`src/rtl/std_spram_arb2.sv`:
```
// Two-requester arbiter in front of one single-port SRAM. Read data is captured
// into a per-port response register, so one port's response backpressure never blocks the other.
module std_spram_arb2 #(
  parameter int unsigned ADDR_W = 10,
  parameter int unsigned DATA_W = 128,
  parameter int unsigned STRB_W = DATA_W / 8,
  parameter bit          RR_EN  = 1'b1
) (
  input  logic              clk_i,
  input  logic              rst_i,

  input  logic              req0_valid_i,
  output logic              req0_ready_o,
  input  logic              req0_wen_i,
  input  logic [ADDR_W-1:0] req0_addr_i,
  input  logic [DATA_W-1:0] req0_wdata_i,
  input  logic [STRB_W-1:0] req0_wstrb_i,

  input  logic              req1_valid_i,
  output logic              req1_ready_o,
  input  logic              req1_wen_i,
  input  logic [ADDR_W-1:0] req1_addr_i,
  input  logic [DATA_W-1:0] req1_wdata_i,
  input  logic [STRB_W-1:0] req1_wstrb_i,

  output logic              rsp0_valid_o,
  input  logic              rsp0_ready_i,
  output logic [DATA_W-1:0] rsp0_rdata_o,

  output logic              rsp1_valid_o,
  input  logic              rsp1_ready_i,
  output logic [DATA_W-1:0] rsp1_rdata_o,

  output logic              sram_cen_o,
  output logic              sram_wen_o,
  output logic [ADDR_W-1:0] sram_addr_o,
  output logic [DATA_W-1:0] sram_wdata_o,
  output logic [STRB_W-1:0] sram_wstrb_o,
  input  logic [DATA_W-1:0] sram_rdata_i
);

  logic [1:0]        req_valid, req_wen, rsp_ready, elig, grant;
  logic [1:0]        inflight_q, inflight_d, rsp_valid_q, rsp_valid_d;
  logic [DATA_W-1:0] rsp_rdata_q [2];
  logic [DATA_W-1:0] rsp_rdata_d [2];
  logic              prio_q, prio_d;

  assign req_valid = {req1_valid_i, req0_valid_i};
  assign req_wen   = {req1_wen_i, req0_wen_i};
  assign rsp_ready = {rsp1_ready_i, rsp0_ready_i};

  // A read is only issued when its response register is guaranteed free at capture time.
  always_comb begin
    for (int i = 0; i < 2; i++) begin
      elig[i] = req_valid[i] &
                (req_wen[i] | (~inflight_q[i] & (~rsp_valid_q[i] | rsp_ready[i])));
    end
    grant[0] = ~rst_i & elig[0] & (~elig[1] | ~(RR_EN & prio_q));
    grant[1] = ~rst_i & elig[1] & (~elig[0] | (RR_EN & prio_q));
  end

  assign req0_ready_o = grant[0];
  assign req1_ready_o = grant[1];

  always_comb begin
    sram_cen_o   = grant[0] | grant[1];
    sram_wen_o   = 1'b0;
    sram_addr_o  = '0;
    sram_wdata_o = '0;
    sram_wstrb_o = '0;
    if (grant[0]) begin
      sram_wen_o   = req0_wen_i;
      sram_addr_o  = req0_addr_i;
      sram_wdata_o = req0_wdata_i;
      sram_wstrb_o = req0_wstrb_i;
    end else if (grant[1]) begin
      sram_wen_o   = req1_wen_i;
      sram_addr_o  = req1_addr_i;
      sram_wdata_o = req1_wdata_i;
      sram_wstrb_o = req1_wstrb_i;
    end
  end

  always_comb begin
    prio_d = prio_q;
    if (grant[0]) begin
      prio_d = 1'b1;
    end else if (grant[1]) begin
      prio_d = 1'b0;
    end
    for (int i = 0; i < 2; i++) begin
      inflight_d[i]  = grant[i] & ~req_wen[i];
      rsp_valid_d[i] = rsp_valid_q[i];
      rsp_rdata_d[i] = rsp_rdata_q[i];
      if (rsp_valid_q[i] & rsp_ready[i]) begin
        rsp_valid_d[i] = 1'b0;
      end
      // Capture overrides a same-cycle consume.
      if (inflight_q[i]) begin
        rsp_valid_d[i] = 1'b1;
        rsp_rdata_d[i] = sram_rdata_i;
      end
    end
  end

  always_ff @(posedge clk_i) begin
    if (rst_i) begin
      prio_q      <= 1'b0;
      inflight_q  <= '0;
      rsp_valid_q <= '0;
      for (int i = 0; i < 2; i++) begin
        rsp_rdata_q[i] <= '0;
      end
    end else begin
      prio_q      <= prio_d;
      inflight_q  <= inflight_d;
      rsp_valid_q <= rsp_valid_d;
      for (int i = 0; i < 2; i++) begin
        rsp_rdata_q[i] <= rsp_rdata_d[i];
      end
    end
  end

  assign rsp0_valid_o = rsp_valid_q[0];
  assign rsp1_valid_o = rsp_valid_q[1];
  assign rsp0_rdata_o = rsp_rdata_q[0];
  assign rsp1_rdata_o = rsp_rdata_q[1];

endmodule

```
`config.mk`:
```
export PLATFORM = sky130hd
export DESIGN_NAME = std_spram_arb2
export DESIGN_NICKNAME = d
export VERILOG_FILES = /design/src/rtl/std_spram_arb2.sv
export SDC_FILE = /design/constraint.sdc
export NUM_CORES = 1
export LEC_CHECK = 0
export ABC_AREA = 1
export ABC_CLOCK_PERIOD_IN_PS = 1700
export CAP_MARGIN = 40
export CORE_AREA = 5 5 332 334
export CTS_BUF_LIST = sky130_fd_sc_hd__clkbuf_4 sky130_fd_sc_hd__clkbuf_8
export DETAILED_ROUTE_END_ITERATION = 7
export DIE_AREA = 0 0 337 339
export GPL_ROUTABILITY_DRIVEN = 0
export MAX_ROUTING_LAYER = met4
export PLACE_DENSITY_LB_ADDON = 0.3
export SYNTH_ARGS = -nofsm -noshare
export SYNTH_HDL_FRONTEND = slang
export SYNTH_SLANG_ARGS = --single-unit
```
`constraint.sdc`:
```
create_clock -name clk_i -period 1.7 [get_ports clk_i]
set_input_delay 0.17 -clock clk_i [delete_from_list [all_inputs] [get_ports clk_i]]
set_output_delay 0.17 -clock clk_i [all_outputs]
set_load 0.01 [all_outputs]
```
Word-level counts from Yosys, hierarchy flattened
Memories as Yosys holds them, arrays and structs flattened.
Index checks and enable logic that the tools add are counted.
{"block": "totals", "regBits": 5, "ramBits": 256, "in_bits": 444, "out_inout_bits": 416, "memories": 1}
{"name": "rsp_rdata_q", "depth": 2, "width": 128, "read_ports": 2, "rd_clocked_by_memory_dff": 0, "wr": 2, "line_no": "44", "source": "logic [DATA_W-1:0] rsp_rdata_q [2];"}
{"block": "op_classes", "n_mux": 21, "bitwise_logic": 31, "n_reduce_logical": 3}
{"operator": "2-to-1 mux 128 bit", "count": 6}
{"operator": "2-to-1 mux 16 bit", "count": 2}
{"operator": "2-to-1 mux 10 bit", "count": 2}
{"operator": "AND 1 bit", "count": 12}
{"operator": "2-to-1 mux 1 bit", "count": 11}
{"operator": "inverter 1 bit", "count": 10}
{"operator": "bitwise OR 1 bit", "count": 9}
{"operator": "nonzero test 2 bit", "count": 3}

Depth between registers and ports, before layout
Gate-level depths: netlist of run 1.
{"block": "depth", "depth_word": 10, "ltp_mapped": 10, "ltp_nobuf": 8}

Worst setup path after synthesis of run 1
Ideal clock, no wire load.
{"block": "synth_timing", "path_kind": "register to output", "startpoint": "reg rsp_valid_q[0]", "endpoint": "out sram_wdata_o[100]", "t_arrival_ns": 1.195, "required_time_ns": 1.530, "path_slack_ns": 0.335, "stages_incl_launch_ff": 9, "n_path_buf": 2, "cell_sequence": "dfxtp_1 -> nand2_1 -> nand2_1 -> nand2_1 -> nand3b_1 -> buf_2 -> buf_2 -> nand3_1 -> nand2_1"}
{"block": "synth_between", "elab_chain_len": 10}
{"element": "start, declared", "line_no": "43", "source": "logic [1:0] inflight_q, inflight_d, rsp_valid_q, rsp_valid_d;"}
{"element": "start signal, assigned", "line_no": "117", "source": "rsp_valid_q <= rsp_valid_d;"}
{"element": "inverter 1 bit (*)", "line_no": "56", "source": "(req_wen[i] | (~inflight_q[i] & (~rsp_valid_q[i] | rsp_ready[i])));"}
{"element": "bitwise OR 1 bit (*)", "line_no": "56"}
{"element": "AND 1 bit (*)", "line_no": "56"}
{"element": "bitwise OR 1 bit (*)", "line_no": "56"}
{"element": "AND 1 bit (*)", "line_no": "55", "source": "elig[i] = req_valid[i] &"}
{"element": "inverter 1 bit", "line_no": "59", "source": "grant[1] = ~rst_i & elig[1] & (~elig[0] | (RR_EN & prio_q));"}
{"element": "bitwise OR 1 bit", "line_no": "59"}
{"element": "AND 1 bit", "line_no": "59"}
{"element": "2-to-1 mux 128 bit", "line_no": "76", "source": "end else if (grant[1]) begin"}
{"element": "2-to-1 mux 128 bit (*)", "line_no": "71", "source": "if (grant[0]) begin"}
{"element": "end, declared", "line_no": "37", "source": "output logic [DATA_W-1:0] sram_wdata_o,"}
Every way passes the cells marked *; elsewhere a longest branch is shown, timed or not.

Worst setup path after layout of run 1
{"block": "layout_timing", "startpoint": "reg inflight_q[0]", "endpoint": "out sram_wstrb_o[10]"}
{"block": "layout_between", "elab_chain_len": 9}
{"element": "start, declared", "line_no": "43"}
{"element": "start signal, assigned", "line_no": "116", "source": "inflight_q <= inflight_d;"}
{"element": "inverter 1 bit (*)", "line_no": "56"}
{"element": "AND 1 bit (*)", "line_no": "56"}
{"element": "bitwise OR 1 bit (*)", "line_no": "56"}
{"element": "AND 1 bit (*)", "line_no": "55"}
{"element": "inverter 1 bit", "line_no": "59"}
{"element": "bitwise OR 1 bit", "line_no": "59"}
{"element": "AND 1 bit", "line_no": "59"}
{"element": "2-to-1 mux 16 bit", "line_no": "76"}
{"element": "2-to-1 mux 16 bit (*)", "line_no": "71"}
{"element": "end, declared", "line_no": "38", "source": "output logic [STRB_W-1:0] sram_wstrb_o,"}
Marked as above.

==> implementation parameters, run 1 <==
Parameter                              Value

Job
  Max Cap Violations    0

Power and ir drop
  Clock share of power    36.0%
  Net switching power figure    5.91 mW
  Combinational cell fraction of total power    30.2%
  Sw frac    30.5%
  Sequential Power Share    33.8%
  Static Leakage    15.5 nW
  Largest vdd supply drop    0.566 mV
  Power Density    690 mW/mm^2
  Internal power of the cells    13.5 mW
  Power, Total    19.4 mW

Global route
  Largest net degree at the start of global routing    129
  Number of antenna violations at the first check in global routing    29
  Number of global-route vias before repair    15,952
  Met1 Use GR    17.6%
  Global-route wire length before repair    132,000 um
  Top Usage Layer GRT    met2
  Met2 Usage GRT    30.0%
  Global routing met3 resource utilization    4.52%
  Total Routing Usage GR    16.8%
  Total congestion overflow    0

Timing
  Final setup vio count    158
  Number of endpoints with negative hold slack in the final report    0
  Part of the cycle the worst path needs    140%
  Final-report max-slew violation count    0
  Normalized max-slew margin    35.5%
  Fmax    421 MHz
  Post-route clock skew    52.3 ps
  Unrepaired setup endpoints after global routing    yes
  Setup TNS Final    -91,750 ps
  Slew at the pin with the worst max-slew slack    968 ps
  Worst-case setup margin in the final layout    -673 ps
  Minimum clock period    2370 ps

Clock network
  Number of buffers added by the clock tree synthesis step    50
  CTS clk-pin slew, worst paths    60 ps
  Latest clock arrival within the worst-skew pair    640 ps
  Count of H-tree levels built during CTS    2
  Clk root buf    sky130_fd_sc_hd__clkbuf_8
  CTS tree    built
  Total clock sinks    261
  Clock buffer depth    3

Die
  Initial core utilization    10.7%
  I/O Pins    860
  Cell Rows    120
  Die Footprint    0.114 mm^2
  Overall die height    339 um
  Core Box Area    0.107 mm^2
  DIE WIDTH    337 um

Critical path
  Crit path capture type    primary output
  Arrival time worst endpoint    2200 ps
  Maximum fanout along the worst path    5
  Req. time, crit path    1530 ps
  Category of the worst setup path launch point    register
  Class of the most critical setup path    reg -> out

Outcome
  Violated checks    negative setup slack
  Run status    finished, violations left

Drt
  Antenna Nets Post-Route    0
  Via-per-instance ratio    3.88
  DRC violations left    0
  Detailed Route Iter0 Violations    762
  Via total after detailed routing    15,854
  Count of TritonRoute iterations in the first routing pass    5
  Total length of routed wires    101,000 um
  Average wire per standard cell    24.7 um

Yosys
  Distinct cell type count of the synthesized netlist    15
  Netlist area before placement    0.0114 mm^2
  Portion of the post-synthesis area used by sequential elements    46.0%
  Post-synthesis cell type with the largest combined area    sky130_fd_sc_hd__dfxtp_1
  Mean instance size in the synthesized netlist    6.78 um^2
  Area fraction of the dominant cell type after synthesis    46.0%
  Yosys Warn Count    0
  Mapped Nets    2,120
  Synth Register Bits    261
  Top post-synthesis cells by area    sky130_fd_sc_hd__dfxtp_1, sky130_fd_sc_hd__nor2_1, sky130_fd_sc_hd__nand3_1
  Count of mapped cells out of synthesis    1,676

Finish
  Most used cells in the layout excluding fill and tap cells    sky130_fd_sc_hd__nor2_1, sky130_fd_sc_hd__clkdlybuf4s50_1, sky130_fd_sc_hd__dlymetal6s2s_1, sky130_fd_sc_hd__dfxtp_1, sky130_fd_sc_hd__o21ai_0
  Nets    3,073
  Commonest non-fill, non-tap cell in the layout    sky130_fd_sc_hd__nor2_1
  Non-Filler Instances    4,088
  Number of filler cells placed in the layout    11,495
  Share of cells above drive strength 1    29.0%
  Signed area change from the synthesized netlist to the final layout    148%
  Cell area after layout    0.0281 mm^2

Placement
  Number of placed instances, taps included    3,893
  HPWL after detailed placement    78,400 um
  Port Buffer Count    859
  Worst Setup Slack post-DPL    -902 ps
  Cell area reported after detailed placement    0.0228 mm^2

Min path
  Class of the tightest hold or removal check    in -> reg
==> layer usage <==
layer	share of wire (%)	wire length, um
met1	36	36600
met2	52	52300
met3	7.2	7220
met4	4.8	4840
met5	0	0
==> worst max-delay path, stage by stage, from the launching register on <==
cell and delay (ps):
sky130_fd_sc_hd__dfxtp_4 350, sky130_fd_sc_hd__inv_4 50, sky130_fd_sc_hd__nand2_2 50, sky130_fd_sc_hd__nand2_2 70, sky130_fd_sc_hd__nand2_2 60, sky130_fd_sc_hd__nor2_4 130, sky130_fd_sc_hd__buf_12 150, sky130_fd_sc_hd__buf_8 130
sky130_fd_sc_hd__buf_8 130, sky130_fd_sc_hd__buf_8 140, sky130_fd_sc_hd__nand3_4 110, sky130_fd_sc_hd__nand2_4 100, sky130_fd_sc_hd__buf_12 130
==> path summary, 6_finish.rpt <==
path / from / endpoint / slack (ps) / cells after the start
max: inflight_q[0] / sram_wstrb_o[10] / -670 / 12
min: sram_rdata_i[96] / rsp_rdata_q[0][96] / 150 / 3
max reg2reg: inflight_q[1] / rsp_rdata_q[0][243] / 120 / 4
min reg2reg: rsp_rdata_q[0][87] / rsp_rdata_q[0][87] / 480 / 2
==> power groups by stage <==
stage	Sequential, mW	Clock (mW)	Combinational (mW)
final	6.56	6.98	5.86
after global routing	6.60	7.56	6.17
after CTS	6.58	7.36	5.54
after floorplan	6.83	0	1.12
after global placement	6.69	0	5.01
after detailed placement	6.70	0	4.99
==> cells in the mapped netlist <==
cell / number
sky130_fd_sc_hd__nand2_1: 167
sky130_fd_sc_hd__clkbuf_1: 65
sky130_fd_sc_hd__o21ai_0: 249
sky130_fd_sc_hd__nand3b_1: 1
sky130_fd_sc_hd__nor2_2: 2
sky130_fd_sc_hd__nand3_1: 311
sky130_fd_sc_hd__nor2_1: 514
sky130_fd_sc_hd__buf_2: 64
sky130_fd_sc_hd__dfxtp_1: 261
sky130_fd_sc_hd__buf_4: 5
sky130_fd_sc_hd__buf_1: 18
sky130_fd_sc_hd__a21oi_1: 3
sky130_fd_sc_hd__o21ai_1: 7
sky130_fd_sc_hd__inv_1: 6
sky130_fd_sc_hd__inv_2: 3
==> cell families (layout without fill, tap and decap cells) <==
kind of cell	count (synthesis)	after routing	synth area share, %
AOI/OAI and AO/OA	259	259	11.4
buffers and inverters	161	1150	6.19
DFF	261	261	46.0
other	0	20	0
and+or+nand+nor	995	995	36.4
==> cell type report <==
class                   count  area, um^2  area share (%)
repair buffers           1053       12500            44.6
multi-input cells        1254        7400            26.3
flip-flops and latches    261        5240            18.6
well taps                1403        1760            6.24
clock buffers              77         985            3.50
clock inverters            11         129           0.458
diodes                     20        50.0           0.178
inverters                   9        43.8           0.156
==> registers in the layout (all words and copies together) (netlist names) <==
name / cells
rsp_rdata_q: 256
rsp_valid_q: 2
prio_q: 1
inflight_q: 2
==> stage by stage <==
stage / hold slack, ps / utilization [%]
2_1_floorplan: 239 / -
3_3_place_gp: 465 / 21.4
3_5_place_dp: 470 / 21.4
4_1_cts: 46.3 / 24.2
5_1_grt: 102 / 26.4
6_report: 151 / 26.4
==> repair_timing <==
action,in CTS,in global routing
hold buffers,0,0
endpoints found under the setup margin,415,432
pin swaps,65,122
cloned,12,12
buffers inserted,49,23
resized for setup,674,517
No activity file was read; power rests on OpenSTA's default activity.
==> inputs of run 2 (changes only) <==
--- a/config.mk
+++ b/config.mk
@@ -6,7 +6,6 @@
 export NUM_CORES = 1
 export LEC_CHECK = 0
 export ABC_AREA = 1
-export ABC_CLOCK_PERIOD_IN_PS = 1700
 export CAP_MARGIN = 40
 export CORE_AREA = 5 5 332 334
 export CTS_BUF_LIST = sky130_fd_sc_hd__clkbuf_4 sky130_fd_sc_hd__clkbuf_8
@@ -18,3 +17,4 @@
 export SYNTH_ARGS = -nofsm -noshare
 export SYNTH_HDL_FRONTEND = slang
 export SYNTH_SLANG_ARGS = --single-unit
+export TNS_END_PERCENT = 1
==> run 2 against run 1 <==
  * Power shrank 3.1%
  * The flow still finishes with violations (negative setup slack)
  * Critical path depth is the same
  * Clock-buffer cell count is the same
  * Sequential share of layout area grew 1.8 points
  * Critical endpoint is now sram_wdata_o[74]
==> implementation parameters, run 2 (synthesis gave the netlist of run 1 again) <==
Parameter                              Value

Placement
  Number of placed instances, taps included    3,893 (unchanged)
  HPWL after detailed placement    78,400 um (unchanged)
  Cell area reported after detailed placement    0.0228 mm^2 (unchanged)
  Port Buffer Count    859 (unchanged)

Timing
  Part of the cycle the worst path needs    138% (-1.6 points)
  Final-report max-slew violation count    0 (unchanged)
  Slew at the pin with the worst max-slew slack    1030 ps (+63.5 ps)
  Minimum clock period    2350 ps (-28.0 ps)
  Final setup vio count    158 (unchanged)
  Fmax    426 MHz (+1.2%)
  Post-route clock skew    52.4 ps (+0.103 ps)
  Number of endpoints with negative hold slack in the final report    0 (unchanged)
  Normalized max-slew margin    31.3% (-4.2 points)
  Worst-case setup margin in the final layout    -645 ps (+28.0 ps)
  Unrepaired setup endpoints after global routing    yes

Die
  I/O Pins    860 (unchanged)
  Overall die height    339 um (unchanged)
  DIE WIDTH    337 um (unchanged)
  Core Box Area    0.107 mm^2 (unchanged)
  Initial core utilization    10.7% (unchanged)
  Cell Rows    120 (unchanged)
  Die Footprint    0.114 mm^2 (unchanged)

Clock network
  CTS tree    built
  Total clock sinks    261 (unchanged)
  CTS clk-pin slew, worst paths    60 ps (about the same)
  Number of buffers added by the clock tree synthesis step    50 (unchanged)
  Count of H-tree levels built during CTS    2 (unchanged)
  Clk root buf    sky130_fd_sc_hd__clkbuf_8
  Clock buffer depth    3 (unchanged)
  Latest clock arrival within the worst-skew pair    630 ps (about the same)
  Number of buffers inserted for hold repair after clock tree synthesis    0 (unchanged)

Drt
  DRC violations left    0 (unchanged)
  Via total after detailed routing    15,566 (-1.8%)
  Antenna Nets Post-Route    0 (unchanged)
  Via-per-instance ratio    3.85 (-0.80%)
  Average wire per standard cell    24.2 um (-1.9%)
  Detailed Route Iter0 Violations    767 (+0.66%)
  Total length of routed wires    98,100 um (-2.9%)
  Count of TritonRoute iterations in the first routing pass    5 (unchanged)

Critical path
  Req. time, crit path    1530 ps (about the same)
  Crit path capture type    primary output
  R2r setup slk    80 ps (-40 ps)
  Arrival time worst endpoint    2180 ps (-20 ps)
  Class of the most critical setup path    reg -> out
  Category of the worst setup path launch point    register
  Maximum fanout along the worst path    6 (+1)

Finish
  Nets    3,033 (-1.3%)
  Non-Filler Instances    4,046 (-1.0%)
  Area of the multi-input gates    0.00661 mm^2 (-11%)
  Most used cells in the layout excluding fill and tap cells    sky130_fd_sc_hd__nor2_1, sky130_fd_sc_hd__clkdlybuf4s50_1, sky130_fd_sc_hd__dfxtp_1
  Largest register FFs    256 (unchanged)
  Regs by FF count    rsp_rdata_q: 256 flops, inflight_q: 2 flops, rsp_valid_q: 2 flops
  Register name with the most flops    rsp_rdata_q
  Signed area change from the synthesized netlist to the final layout    126%
  Cell area after layout    0.0256 mm^2 (-8.9%)
  Sequential cell area    0.00524 mm^2 (about the same)
  Number of filler cells placed in the layout    11,850 (+3.1%)
  Commonest non-fill, non-tap cell in the layout    sky130_fd_sc_hd__nor2_1
  Share of cells above drive strength 1    23.4% (-5.6 points)

Outcome
  Violated checks    negative setup slack
  Run status    finished, violations left

Global route
  Met1 Use GR    17.3% (-0.25 points)
  Top Usage Layer GRT    met2
  Global routing met3 resource utilization    4.62% (+0.097 points)
  Global-route wire length before repair    130,000 um (-1.4%)
  Largest net degree at the start of global routing    129 (unchanged)
  Met2 Usage GRT    29.5% (-0.57 points)
  Total congestion overflow    0 (unchanged)
  Number of global-route vias before repair    15,619 (-2.1%)
  Number of antenna violations at the first check in global routing    26 (-10%)
  Total Routing Usage GR    16.6% (-0.21 points)

Min path
  Class of the tightest hold or removal check    in -> reg

Power and ir drop
  Power Density    734 mW/mm^2 (+6.4%)
  Largest vdd supply drop    0.573 mV (+1.3%)
  Power, Total    18.8 mW (-3.1%)
  Static Leakage    11.8 nW (-24%)

Job
  Max Cap Violations    0 (unchanged)
run 2: final timing paths:
kind,depth (start not counted),to,start
max,12,sram_wdata_o[74],inflight_q[0]
min,3,rsp_rdata_q[0][96],sram_rdata_i[96]
max reg2reg,5,rsp_rdata_q[0][119],inflight_q[0]
min reg2reg,2,rsp_rdata_q[0][87],rsp_rdata_q[0][87]
run 2: report_power, final:
part	switching (mW)	internal, mW
logic	2.59	2.68
clock network	2.97	4.01
registers	0.139	6.42
total	5.69	13.1
run 2: per-layer routing:
layer	part of all wire, %	up-vias	routed length (um)
li1	-	7361	-
met2	52	656	50700
met4	4.5	0	4390
met1	36	7434	35100
met3	8.0	115	7860
met5	0	-	0
run 2: area by class of cell:
type	count	share of cell area (%)
repair buffers	1013	42.2
multi-input cells	1254	25.8
flip-flops and latches	261	20.4
well taps	1403	6.85
clock buffers	77	3.84
clock inverters	11	0.503
diodes	18	0.176
inverters	9	0.171
run 2: critical path: stages, from the launching register on:
cell	delay, ps
sky130_fd_sc_hd__dfxtp_4	350
sky130_fd_sc_hd__inv_4	50
sky130_fd_sc_hd__nand2_2	50
sky130_fd_sc_hd__nand2_2	60
sky130_fd_sc_hd__nand2_2	60
sky130_fd_sc_hd__nor2_4	110
sky130_fd_sc_hd__buf_12	140
sky130_fd_sc_hd__buf_8	130
sky130_fd_sc_hd__buf_8	130
sky130_fd_sc_hd__buf_8	150
sky130_fd_sc_hd__nand3_2	100
sky130_fd_sc_hd__nand2_4	100
sky130_fd_sc_hd__buf_12	130
run 2: timing repair:
action                                  in CTS  in global routing
setup buffers                               30                  9
resized for setup                          853                124
endpoints found under the setup margin     415                175
pin swaps                                   48                 55
cloned                                       5                  5
run 2: per-stage QoR:
step	TNS (ps)	hold WS, ps	setup WS, ps	util [%]
floorplan	0	239	335	-
CTS	-109380	46.3	-794	23.3
global route	-111570	102	-781	24.0
finish	-86870	153	-645	24.0
detailed placement	-116990	470	-902	21.4
global placement	-116730	465	-895	21.4
